==> src/rtl/uart_loopback.sv <==
// uart_loopback: 8N1 UART echo. Every correctly framed byte received on
// i_uart_rx is retransmitted, unchanged and in order, on o_uart_tx.
//
// Ports:
//   i_clk      system clock, all logic on the rising edge
//   i_reset    asynchronous active-high reset
//   i_uart_rx  serial input, asynchronous to i_clk, idle high
//   o_uart_tx  serial output, idle high (registered)
//
// Parameter:
//   CLKS_PER_BIT  clock cycles per bit, must be >= 8
//
// Build option:
//   UART_LOOPBACK_FIFO_EN  defined: 4-entry byte FIFO between RX and TX.
//                          undefined: single holding register + valid flag.
`timescale 1ns/1ps

module uart_loopback #(
    parameter int CLKS_PER_BIT = 217
) (
    input  logic i_clk,
    input  logic i_reset,
    input  logic i_uart_rx,
    output logic o_uart_tx
);

    localparam int CW = $clog2(CLKS_PER_BIT);
    localparam logic [CW-1:0] BIT_LAST  = CW'(CLKS_PER_BIT - 1);
    localparam logic [CW-1:0] HALF_LAST = CW'(CLKS_PER_BIT / 2 - 1);

    typedef enum logic [1:0] {RX_IDLE, RX_START, RX_DATA, RX_STOP} rx_state_t;
    typedef enum logic [1:0] {TX_IDLE, TX_START, TX_DATA, TX_STOP} tx_state_t;

    logic          rx_meta, rx_sync;
    rx_state_t     rx_state;
    logic [CW-1:0] rx_cnt;
    logic [2:0]    rx_idx;
    logic [7:0]    rx_shift;
    logic          rx_done;

    tx_state_t     tx_state;
    logic [CW-1:0] tx_cnt;
    logic [2:0]    tx_idx;
    logic [7:0]    tx_shift;

    logic          tx_ready, buf_rd, buf_wr;
    logic          buf_valid, buf_full;
    logic [7:0]    buf_data;

    // Two-flop synchronizer; resets to the idle (high) line level.
    // NOTE: sequential state uses non-blocking (<=) so every flop samples
    // pre-edge values regardless of statement order.
    always_ff @(posedge i_clk or posedge i_reset) begin
        if (i_reset) begin
            rx_meta <= 1'b1;
            rx_sync <= 1'b1;
        end else begin
            rx_meta <= i_uart_rx;
            rx_sync <= rx_meta;
        end
    end

    // Receiver. Samples at mid-bit; leaves STOP at mid-stop-bit so a
    // back-to-back start edge is seen in time.
    always_ff @(posedge i_clk or posedge i_reset) begin
        if (i_reset) begin
            rx_state <= RX_IDLE;
            rx_cnt   <= '0;
            rx_idx   <= '0;
            rx_shift <= '0;
            rx_done  <= 1'b0;
        end else begin
            rx_done <= 1'b0;
            case (rx_state)
                RX_IDLE: begin
                    rx_cnt <= '0;
                    rx_idx <= '0;
                    if (!rx_sync) rx_state <= RX_START;
                end
                RX_START: begin
                    if (rx_cnt == HALF_LAST) begin
                        rx_cnt   <= '0;
                        // Still low at mid start bit: real frame, else glitch.
                        rx_state <= rx_sync ? RX_IDLE : RX_DATA;
                    end else begin
                        rx_cnt <= rx_cnt + 1'b1;
                    end
                end
                RX_DATA: begin
                    if (rx_cnt == BIT_LAST) begin
                        rx_cnt   <= '0;
                        rx_shift <= {rx_sync, rx_shift[7:1]};
                        rx_idx   <= rx_idx + 3'd1;
                        if (rx_idx == 3'd7) rx_state <= RX_STOP;
                    end else begin
                        rx_cnt <= rx_cnt + 1'b1;
                    end
                end
                RX_STOP: begin
                    if (rx_cnt == BIT_LAST) begin
                        rx_cnt   <= '0;
                        rx_state <= RX_IDLE;
                        // A low stop bit is a framing error: byte discarded.
                        rx_done  <= rx_sync;
                    end else begin
                        rx_cnt <= rx_cnt + 1'b1;
                    end
                end
                default: rx_state <= RX_IDLE;
            endcase
        end
    end

    // TX can take a byte when idle or on the last cycle of its stop bit,
    // which makes consecutive frames contiguous.
    always_comb begin
        // NOTE: every always_comb output gets a default first so no path
        // leaves it unassigned and infers a latch.
        tx_ready = 1'b0;
        buf_rd   = 1'b0;
        buf_wr   = 1'b0;
        if (tx_state == TX_IDLE || (tx_state == TX_STOP && tx_cnt == BIT_LAST))
            tx_ready = 1'b1;
        buf_rd = tx_ready && buf_valid;
        // A full buffer still accepts a byte when it is read the same cycle.
        buf_wr = rx_done && (!buf_full || buf_rd);
    end

    // NOTE: byte storage carries no reset; only the occupancy state
    // (pointers/count or valid flag) is cleared, which is what "empty" means.
`ifdef UART_LOOPBACK_FIFO_EN
    logic [7:0] fifo_mem [4];
    logic [1:0] wr_ptr, rd_ptr;
    logic [2:0] fifo_count;

    always_ff @(posedge i_clk) begin
        if (buf_wr) fifo_mem[wr_ptr] <= rx_shift;
    end

    always_ff @(posedge i_clk or posedge i_reset) begin
        if (i_reset) begin
            wr_ptr     <= '0;
            rd_ptr     <= '0;
            fifo_count <= '0;
        end else begin
            if (buf_wr) wr_ptr <= wr_ptr + 2'd1;
            if (buf_rd) rd_ptr <= rd_ptr + 2'd1;
            case ({buf_wr, buf_rd})
                2'b10:   fifo_count <= fifo_count + 3'd1;
                2'b01:   fifo_count <= fifo_count - 3'd1;
                default: fifo_count <= fifo_count;
            endcase
        end
    end

    assign buf_valid = (fifo_count != 3'd0);
    assign buf_full  = (fifo_count == 3'd4);
    assign buf_data  = fifo_mem[rd_ptr];
`else
    logic [7:0] hold_data;
    logic       hold_valid;

    always_ff @(posedge i_clk) begin
        if (buf_wr) hold_data <= rx_shift;
    end

    always_ff @(posedge i_clk or posedge i_reset) begin
        if (i_reset) begin
            hold_valid <= 1'b0;
        end else if (buf_wr) begin
            hold_valid <= 1'b1;
        end else if (buf_rd) begin
            hold_valid <= 1'b0;
        end
    end

    assign buf_valid = hold_valid;
    assign buf_full  = hold_valid;
    assign buf_data  = hold_data;
`endif

    // Transmitter: each of START, DATA0..7, STOP lasts exactly CLKS_PER_BIT.
    always_ff @(posedge i_clk or posedge i_reset) begin
        if (i_reset) begin
            tx_state  <= TX_IDLE;
            tx_cnt    <= '0;
            tx_idx    <= '0;
            tx_shift  <= '0;
            o_uart_tx <= 1'b1;
        end else begin
            case (tx_state)
                TX_IDLE: begin
                    tx_cnt    <= '0;
                    o_uart_tx <= 1'b1;
                    if (buf_rd) begin
                        tx_state  <= TX_START;
                        tx_shift  <= buf_data;
                        o_uart_tx <= 1'b0;
                    end
                end
                TX_START: begin
                    if (tx_cnt == BIT_LAST) begin
                        tx_cnt    <= '0;
                        tx_idx    <= '0;
                        tx_state  <= TX_DATA;
                        o_uart_tx <= tx_shift[0];
                        tx_shift  <= {1'b1, tx_shift[7:1]};
                    end else begin
                        tx_cnt <= tx_cnt + 1'b1;
                    end
                end
                TX_DATA: begin
                    if (tx_cnt == BIT_LAST) begin
                        tx_cnt <= '0;
                        if (tx_idx == 3'd7) begin
                            tx_state  <= TX_STOP;
                            o_uart_tx <= 1'b1;
                        end else begin
                            tx_idx    <= tx_idx + 3'd1;
                            o_uart_tx <= tx_shift[0];
                            tx_shift  <= {1'b1, tx_shift[7:1]};
                        end
                    end else begin
                        tx_cnt <= tx_cnt + 1'b1;
                    end
                end
                TX_STOP: begin
                    if (tx_cnt == BIT_LAST) begin
                        tx_cnt <= '0;
                        if (buf_rd) begin
                            tx_state  <= TX_START;
                            tx_shift  <= buf_data;
                            o_uart_tx <= 1'b0;
                        end else begin
                            tx_state  <= TX_IDLE;
                            o_uart_tx <= 1'b1;
                        end
                    end else begin
                        tx_cnt <= tx_cnt + 1'b1;
                    end
                end
                default: begin
                    tx_state  <= TX_IDLE;
                    o_uart_tx <= 1'b1;
                end
            endcase
        end
    end

endmodule

==> config.mk <==
export PLATFORM = sky130hd
export DESIGN_NAME = uart_loopback
export DESIGN_NICKNAME = d
export VERILOG_FILES = /design/src/rtl/uart_loopback.sv
export SDC_FILE = /design/constraint.sdc
export NUM_CORES = 1
export LEC_CHECK = 0
export BUFFER_PORTS_ARGS = -buffer_cell sky130_fd_sc_hd__buf_4
export CAP_MARGIN = 15
export CORE_UTILIZATION = 45
export CTS_BUF_LIST = sky130_fd_sc_hd__clkbuf_4
export DETAILED_ROUTE_END_ITERATION = 12
export SLEW_MARGIN = 20
export SYNTH_ARGS = -nofsm -noshare
export SYNTH_HDL_FRONTEND = slang
export SYNTH_SLANG_ARGS = --single-unit
==> constraint.sdc <==
create_clock -name i_clk -period 4.3 [get_ports i_clk]
set_input_delay 0.43 -clock i_clk [delete_from_list [all_inputs] [get_ports i_clk]]
set_output_delay 0.43 -clock i_clk [all_outputs]
set_load 0.005 [all_outputs]
# --- Word level (Yosys, flattened, before mapping) ---
# Index checks and enable logic that the tools add are counted.
classes:
  add_sub_neg: 4
  eq_ne: 22
  n_mux: 42
  reduce_logical: 20
op_table:
  columns: ["cell", "count"]
  rows:
  - ["$mux W8", 8]
  - ["$pmux W8 S4", 1]
  - ["$pmux W8 S3", 1]
  - ["$mux W2", 11]
  - ["$ne A2 B2 Y1 const B", 10]
  - ["$add A8 B1 Y8 const B", 2]
  - ["$eq A8 B8 Y1 const B", 2]
  - ["$pmux W2 S4", 2]
  - ["$pmux W8 S2", 1]
  - ["$mux W3", 4]
  - ["$pmux W3 S2", 2]
  - ["$mux W1", 11]
  - ["$reduce_and A5 Y1", 2]
  - ["$eq A2 B2 Y1 const B", 4]
  - ["$eq A8 B7 Y1 const B", 1]
  - ["$reduce_and A4 Y1", 2]
  - ["$add A3 B1 Y3 const B", 2]
  - ["$eq A3 B3 Y1 const B", 2]
  - ["$reduce_bool A2 Y1", 3]
  - ["$eq A2 B1 Y1 const B", 2]
  - ["$logic_not A2 Y1", 2]
  - ["$pmux W1 S4", 1]
  - ["$reduce_and A2 Y1", 2]
  - ["$logic_and A1 B1 Y1", 3]
  - ["6 further kinds", 7]
word_totals:
  reg_bits: 55
  input_bits: 3
  output_inout_bits: 1
  wordCells: 102

# --- Depth between registers and ports, before layout ---
# Gate-level depths: netlist (run 1).
logic_depth:
  depth_word: 8
  ltp_mapped: 8
  mapped_depth_nobuf: 6

# --- Worst setup path after synthesis (run 1) ---
# Ideal clock, no wire load.
synth_path:
  kind: "register -> register"
  startpoint: "reg tx_state[0]"
  endpoint: "reg tx_shift[0]"
  setup_ns: 0.125
  t_arrival_ns: 1.972
  required_ns: 4.175
  path_slack_ns: 2.204
  stages_incl_launch_ff: 9
  n_path_buf: 2
  synth_period_minus_slack_ns: 2.096
  path_cell_list: "dfrtp_1 > inv_1 > ha_1 > clkbuf_1 > inv_1 > a211oi_2 > o21a_1 > buf_6 > mux2_2"
synth_via:
  elab_chain_len: 8
  elab_cells_between_ends: 16
  cone_classes: "eq/ne (7); mux (4); reduce/logical (5)"
synth_rtl:
  columns: ["item", "line", "text"]
  rows:
  - ["start, declared", "41", "tx_state_t tx_state;"]
  - ["start signal, assigned", "185", "tx_state <= TX_IDLE;"]
  - ["start signal, assigned", "196", "tx_state <= TX_START;"]
  - ["start signal, assigned", "205", "tx_state <= TX_DATA;"]
  - ["$eq A2 B2 Y1", "122, 191", null]
  - ["$logic_and A1 B1 Y1", "122", "if (tx_state == TX_IDLE || (tx_state == TX_STOP && tx_cnt == BIT_LAST))"]
  - ["$logic_or A1 B1 Y1", "122", null]
  - ["$mux W1", "122", null]
  - ["$logic_and A1 B1 Y1", "124", "buf_rd = tx_ready && buf_valid;"]
  - ["$mux W8 (2 in series)", null, null]
  - ["$pmux W8 S4", "191", "case (tx_state)"]
  - ["end signal, assigned", "197", "tx_shift <= buf_data;"]
  - ["end signal, assigned", "207", "tx_shift <= {1'b1, tx_shift[7:1]};"]
  - ["end signal, assigned", "221", "tx_shift <= {1'b1, tx_shift[7:1]};"]
  - ["end, declared", "44", "logic [7:0] tx_shift;"]
# Parallel ways exist; a longest one is shown, timed or not. The select of a mux whose other input is x is not followed.
# A chain may end at the register's enable or synchronous reset.

# --- Worst setup path after layout (run 1) ---
layout_path:
  startpoint: "reg tx_state[0]"
  endpoint: "reg tx_shift[2]"
# The elaborated chain is that of the path after synthesis.

==> results of run 1 <==
worst max-delay path, stage by stage (launching register included):
cell and delay, ns:
dfrtp_1 0.46, inv_1 0.11, ha_1 0.30, nor3_1 0.40, nor2b_1 0.23, o21a_1 0.37
mux2_2 0.38
worst paths after layout:
| kind | cells after the start | slack (ns) | startpoint | endpoint |
|---|---|---|---|---|
| setup / recovery | 6 | 1.97 | tx_state[0]$_DFFE_PP0P_ | tx_shift[2]$_DFFE_PP0P_ |
| hold / removal | 1 | 0.14 | i_uart_rx | rx_meta$_DFF_PP1_ |
| setup reg to reg | 6 | 1.97 | tx_state[0]$_DFFE_PP0P_ | tx_shift[2]$_DFFE_PP0P_ |
| hold reg to reg | 0 | 0.37 | rx_meta$_DFF_PP1_ | rx_sync$_DFF_PP1_ |
| max in group asynchronous | 2 | 3.66 | i_reset | asynchronous set/reset pin |
| min in group asynchronous | 2 | 0.16 | i_reset | tx_cnt[3]$_DFF_PP0_ |
layout make-up:
type / count / area [sq um]
timing repair buffer: 3 / 22.5
clock buffer: 5 / 37.5
inverter: 13 / 50.0
tap: 72 / 90.1
clock inverter: 3 / 26.3
multi-input combinational: 141 / 1100
fill: 503 / 2800
sequential: 55 / 1420
power by group:
part / leakage (nW) / internal, mW / switching [mW]
logic: 0.481 / 0.00128 / 0.00849
clock network: 0.0362 / 0.0696 / 0.169
registers: 0.687 / 0.528 / 0.000696
total: 1.20 / 0.599 / 0.178
per-layer routing:
metal / track usage, % / share of wire [%]
met1: 19.2 / 51
met2: 23.3 / 46
met3: 3.53 / 1.7
met4: 5.56 / 1.4
met5: 0 / 0
synth_stat cells (all sizes together) (2+ instances only):
| library cell | instances |
|---|---|
| dfrtp | 44 |
| mux2 | 23 |
| nor2 | 21 |
| ha | 13 |
| inv | 13 |
| o21ai | 10 |
| edfxtp | 8 |
| nand2 | 8 |
| nand3 | 8 |
| nor3 | 7 |
| xor2 | 7 |
| a22o | 5 |
| xnor2 | 5 |
| a21oi | 4 |
| nor2b | 4 |
| and3 | 3 |
| dfstp | 3 |
| mux2i | 3 |
| or2 | 3 |
| a211oi | 2 |
| a22oi | 2 |
| buf | 2 |
| clkbuf | 2 |
| o32a | 2 |
flip-flops by register name, summed over array words and instances, names as in the netlist, 2 cells and up, named ones only:
signal / count
tx_idx: 3
rx_idx: 3
rx_cnt: 8
tx_state: 2
rx_shift: 8
tx_cnt: 8
buf_data: 8
tx_shift: 8
through the flow:
stage | instance area (sq um) | power, mW | hold WS [ns]
finish | 2740 | 0.778 | 0.144
floorplan | 2590 | 0.545 | 0.345
global route | 2740 | 0.811 | 0.0976
detailed placement | 2680 | 0.550 | 0.349
CTS | 2740 | 0.792 | 0.116
global placement | 2680 | 0.550 | 0.346
kinds of logic (layout without fill, tap and decap cells):
logic type | after synthesis | count (layout) | synth area share [%]
buffers and inverters | 17 | 24 | 3.04
and+or+nand+nor | 59 | 59 | 12.0
muxes | 26 | 26 | 11.1
DFF | 55 | 55 | 54.7
AOI/OAI and AO/OA | 31 | 31 | 8.82
adders and majority gates | 13 | 13 | 6.27
xor gates and xnor gates | 12 | 12 | 4.05
==> qor.yml, run 1 <==
slew_violations: 0
dp.cells: 284
synth_edf_count: 8
ys_seq_area_share_pct: 54.7
wire_per_inst_um: 12.9
initial_core_util_pct: 46.8
yosys-top-cells-area: "dfrtp_1 42%, mux2_2 10%, edfxtp_1 9.3%"
final_cell_mix: "44 x dfrtp_1, 23 x mux2_2, 21 x nor2_1"
grt_pass1_wl_um: 6930
cp_max_fo: 8
clock-root-buffer: "clkbuf_4"
setup_viol: 0
pin_count: 4
p_per_area_nw_per_um2: 284
status: "finished, final reports clean"
cts_made_buffers: 5
rsz0062_at_grt: "false"
diodes: 0
grt_pass1_vias: 1523
place_hpwl_um: 2550
end_kind: "flip-flop"
drtIter0Drc: 39
setup_slack_ns: 1.97
ys_types: 40
core_area_sq_um: 5540
peakVddDrop_v: 0.000154
fin_crit_sh_pct: 54.3
fmax_ghz: 0.429
syn_area_sq_um: 2590
ant_nets: 0
synth_top_cell_area_share_pct: 42.4
startpoint_type: "flip-flop"
hold_viol_final: 0
drc: 0
antenna_found_initial: 0
synthArstFlopShare_pct: 85.5
drt_first_pass_iters: 4
critPathKind: "flip-flop to flip-flop"
setup_tns_ns: 0
tightest_slew_ns: 0.801
cts_setup_buffers: 0
cts_tree: "built"
die_area_sq_um: 6070
final_util_pct: 49.5
leakagePower_nw: 1.20
clock_latency_ns: 0.37
grt_max_degree: 48
vias_per_cell: 5.07
die_y_um: 77.9
vias: 1481
die_x_um: 77.9
io_buffers: 3
syn_avg_cell_area_sq_um: 12.2
routed_wl_um: 3750
hold_class: "input port to flip-flop"
synthesis.nets: 229
ys_ff_latch: 55
relSlewSlack_pct: 46.6
yosysWarnings: 0
clockBufferDepth: 2
nNetsFinal: 235
finalWeightedCongestion: 0.796
fin_skew_ns: 0.0121
grt_overflow_total: 0
htree_num_levels: 2
cts-resized-gates: 0
grtUsageTotal_pct: 14.6
cp_data_required_time_ns: 4.58
clock-sinks: 55
area_growth_syn_to_layout_pct: 5.69
cts.clk_slew.worst_paths_ns: 0.16
drive_above_1_share_pct: 21.4
period_needed_ns: 2.33
maxCapViolCount: 0
place_ws_ns: 2.00
fp-row-count: 27
synthCells: 213
yosysTopAreaCell: "dfrtp_1"
synth_ff_type: "dfrtp_1"
cp.arrival_ns: 2.61
final_common_cell: "dfrtp_1"
cts_hold_buf: 0
finalNonFillerCells: 292
Power figures use the tool's default switching activity.
==> inputs of run 2 (changes only) <==
==> constraint.sdc (replaced) <==
create_clock -name i_clk -period 2.3 [get_ports i_clk]
set_input_delay 0.23 -clock i_clk [delete_from_list [all_inputs] [get_ports i_clk]]
set_output_delay 0.23 -clock i_clk [all_outputs]
set_load 0.005 [all_outputs]
==> run 2 against run 1 <==
  * Register-to-register slack got worse by 1.7 ns
  * Non-clock buffer count up 8
  * Global-route usage grew 1.2 points
  * Final area up 2.6%
  * Maximum frequency rose by 16%
  * Critical path depth is the same
  * Combinational power increased by 140%
==> qor.yml, run 2 (synthesized netlist as in run 1, its figures left out) <==
grt_overflow_total: 0  # unchanged
crit_path_max_incr_delay_ns: 0.46  # about the same
cp_data_required_time_ns: 2.60  # -1.98 ns
cts_tree: "built"
clock-sinks: 55  # unchanged
maxCapViolCount: 0  # unchanged
cts_made_buffers: 5  # unchanged
finalNonFillerCells: 300  # +2.7%
initial_core_util_pct: 46.8  # unchanged
vias: 1521  # +2.7%
fin_area_sq_um: 2820  # +2.6%
drt_first_pass_iters: 4  # unchanged
grtUsageTotal_pct: 15.8  # +1.2 points
grt_pass1_wl_um: 7360  # +6.1%
die_area_sq_um: 6070  # unchanged
tightest_slew_ns: 0.535  # -0.266 ns
hold_class: "flip-flop to flip-flop"
cp_cell_sequence: "inv_1 > ha_1 > nor3_1 > nor2b_1 > o21a_2 > mux2_2"
clockBufferDepth: 2  # unchanged
antenna_found_initial: 0  # unchanged
area_growth_syn_to_layout_pct: 8.49
cts_setup_buffers: 0  # unchanged
fin_skew_ns: 0.0145  # +0.00241 ns
final_cell_mix: "44 x dfrtp_1, 23 x mux2_2, 21 x nor2_1"
rsz0062_at_grt: "false"
hold_viol_final: 0  # unchanged
crit_buf_inv: 1  # unchanged
startpoint_type: "flip-flop"
crit_family: "flip-flops"
critPathKind: "flip-flop to flip-flop"
dp.cells: 290  # +2.1%
drive_above_1_share_pct: 23.7  # +2.3 points
cts.clk_slew.worst_paths_ns: 0.18  # +0.02 ns
drtIter0Drc: 90  # +130%
leakagePower_nw: 1.25  # +3.5%
io_buffers: 3  # unchanged
cpMaxStageDelayCell: "dfrtp_1"
wire_per_inst_um: 13.3  # +3.2%
fp-row-count: 27  # unchanged
die_x_um: 77.9  # unchanged
period_needed_ns: 2.01  # -0.328 ns
fin_crit_sh_pct: 87.2  # +33 points
nNetsFinal: 243  # +3.4%
core_area_sq_um: 5540  # unchanged
p_per_area_nw_per_um2: 531  # +87%
slew_violations: 0  # unchanged
grt_pass1_vias: 1632  # +7.2%
htree_num_levels: 2  # unchanged
drc: 0  # unchanged
grt_max_degree: 27  # -44%
ff2ff_path_depth: 6  # unchanged
vias_per_cell: 5.07  # about the same
pin_count: 4  # unchanged
setup_viol: 0  # unchanged
worst-path-stages: 6  # unchanged
fmax_ghz: 0.499  # +16%
clock-root-buffer: "clkbuf_4"
diodes: 0  # unchanged
ant_nets: 0  # unchanged
whs_path_depth: 0  # -1
peakVddDrop_v: 0.000230  # +50%
die_y_um: 77.9  # unchanged
place_area_sq_um: 2720  # +1.7%
routed_wl_um: 3980  # +6.0%
final_common_cell: "dfrtp_1"
clock_latency_ns: 0.40  # +0.03 ns
end_kind: "flip-flop"
cp.arrival_ns: 2.30  # -0.31 ns
status: "finished, final reports clean"
cp_max_fo: 8  # unchanged
setup_tns_ns: 0  # unchanged
relSlewSlack_pct: 64.3  # +18 points
finalWeightedCongestion: 0.846  # +6.4%
total_power_mw: 1.49  # +92%
place_hpwl_um: 2830  # +11%
[run 2: layout make-up]
| cell class | instances | area, sq um |
|---|---|---|
| Clock buffer | 5 | 37.5 |
| Tap cell | 72 | 90.1 |
| Clock inverter | 3 | 33.8 |
| Sequential cell | 55 | 1420 |
| Timing Repair Buffer | 11 | 87.6 |
| Inverter | 13 | 48.8 |
| Multi-Input combinational cell | 141 | 1100 |
| Fill cell | 539 | 2730 |
[run 2: worst reg2reg max path: stages (launching register included)]
cell     delay, ns
dfrtp_1       0.46
inv_1         0.10
ha_1          0.29
nor3_1        0.25
nor2b_1       0.21
o21a_2        0.26
mux2_2        0.36
[run 2: what timing repair did]
action,4_1_cts,5_1_grt
hold endpoints to repair,23,0
hold buffers,2,0
endpoints found under the setup margin,0,7
resized for setup,0,1
[run 2: final timing paths]
path                                      endpoint                     from  slack, ns
setup / recovery           tx_shift[3]$_DFFE_PP0P_  tx_state[0]$_DFFE_PP0P_       0.29
hold / removal                   rx_sync$_DFF_PP1_        rx_meta$_DFF_PP1_       0.37
setup reg to reg           tx_shift[3]$_DFFE_PP0P_  tx_state[0]$_DFFE_PP0P_       0.29
hold reg to reg                  rx_sync$_DFF_PP1_        rx_meta$_DFF_PP1_       0.37
max in group asynchronous    o_uart_tx$_DFFE_PP1P_                  i_reset       1.27
min in group asynchronous    rx_idx[1]$_DFFE_PP0P_                  i_reset       0.40
[run 2: metal layers]
metal  vias to the layer above  GRT usage, %  part of all wire [%]
li1                        780             -                     -
met1                       726          20.9                    50
met2                         9          24.2                    46
met3                         6          4.24                   2.1
met4                         0          7.22                   2.1
met5                         -             0                     0
[run 2: stage by stage]
| stage | hold slack, ns | worst slack [ns] | utilization [%] |
|---|---|---|---|
| 2_1_floorplan | 0.234 | 0.204 | - |
| 3_3_place_gp | 0.311 | 0.250 | 49.1 |
| 3_5_place_dp | 0.319 | 0.191 | 49.1 |
| 4_1_cts | 0.373 | 0.159 | 50.8 |
| 5_1_grt | 0.375 | 0.0913 | 50.8 |
| 6_report | 0.371 | 0.295 | 50.8 |
[run 2: power breakdown]
group | leakage [nW] | total (mW) | internal, mW | switching [mW]
Sequential | 0.687 | 0.990 | 0.988 | 0.00146
Clock | 0.0390 | 0.481 | 0.137 | 0.344
Combinational | 0.521 | 0.0236 | 0.00674 | 0.0169
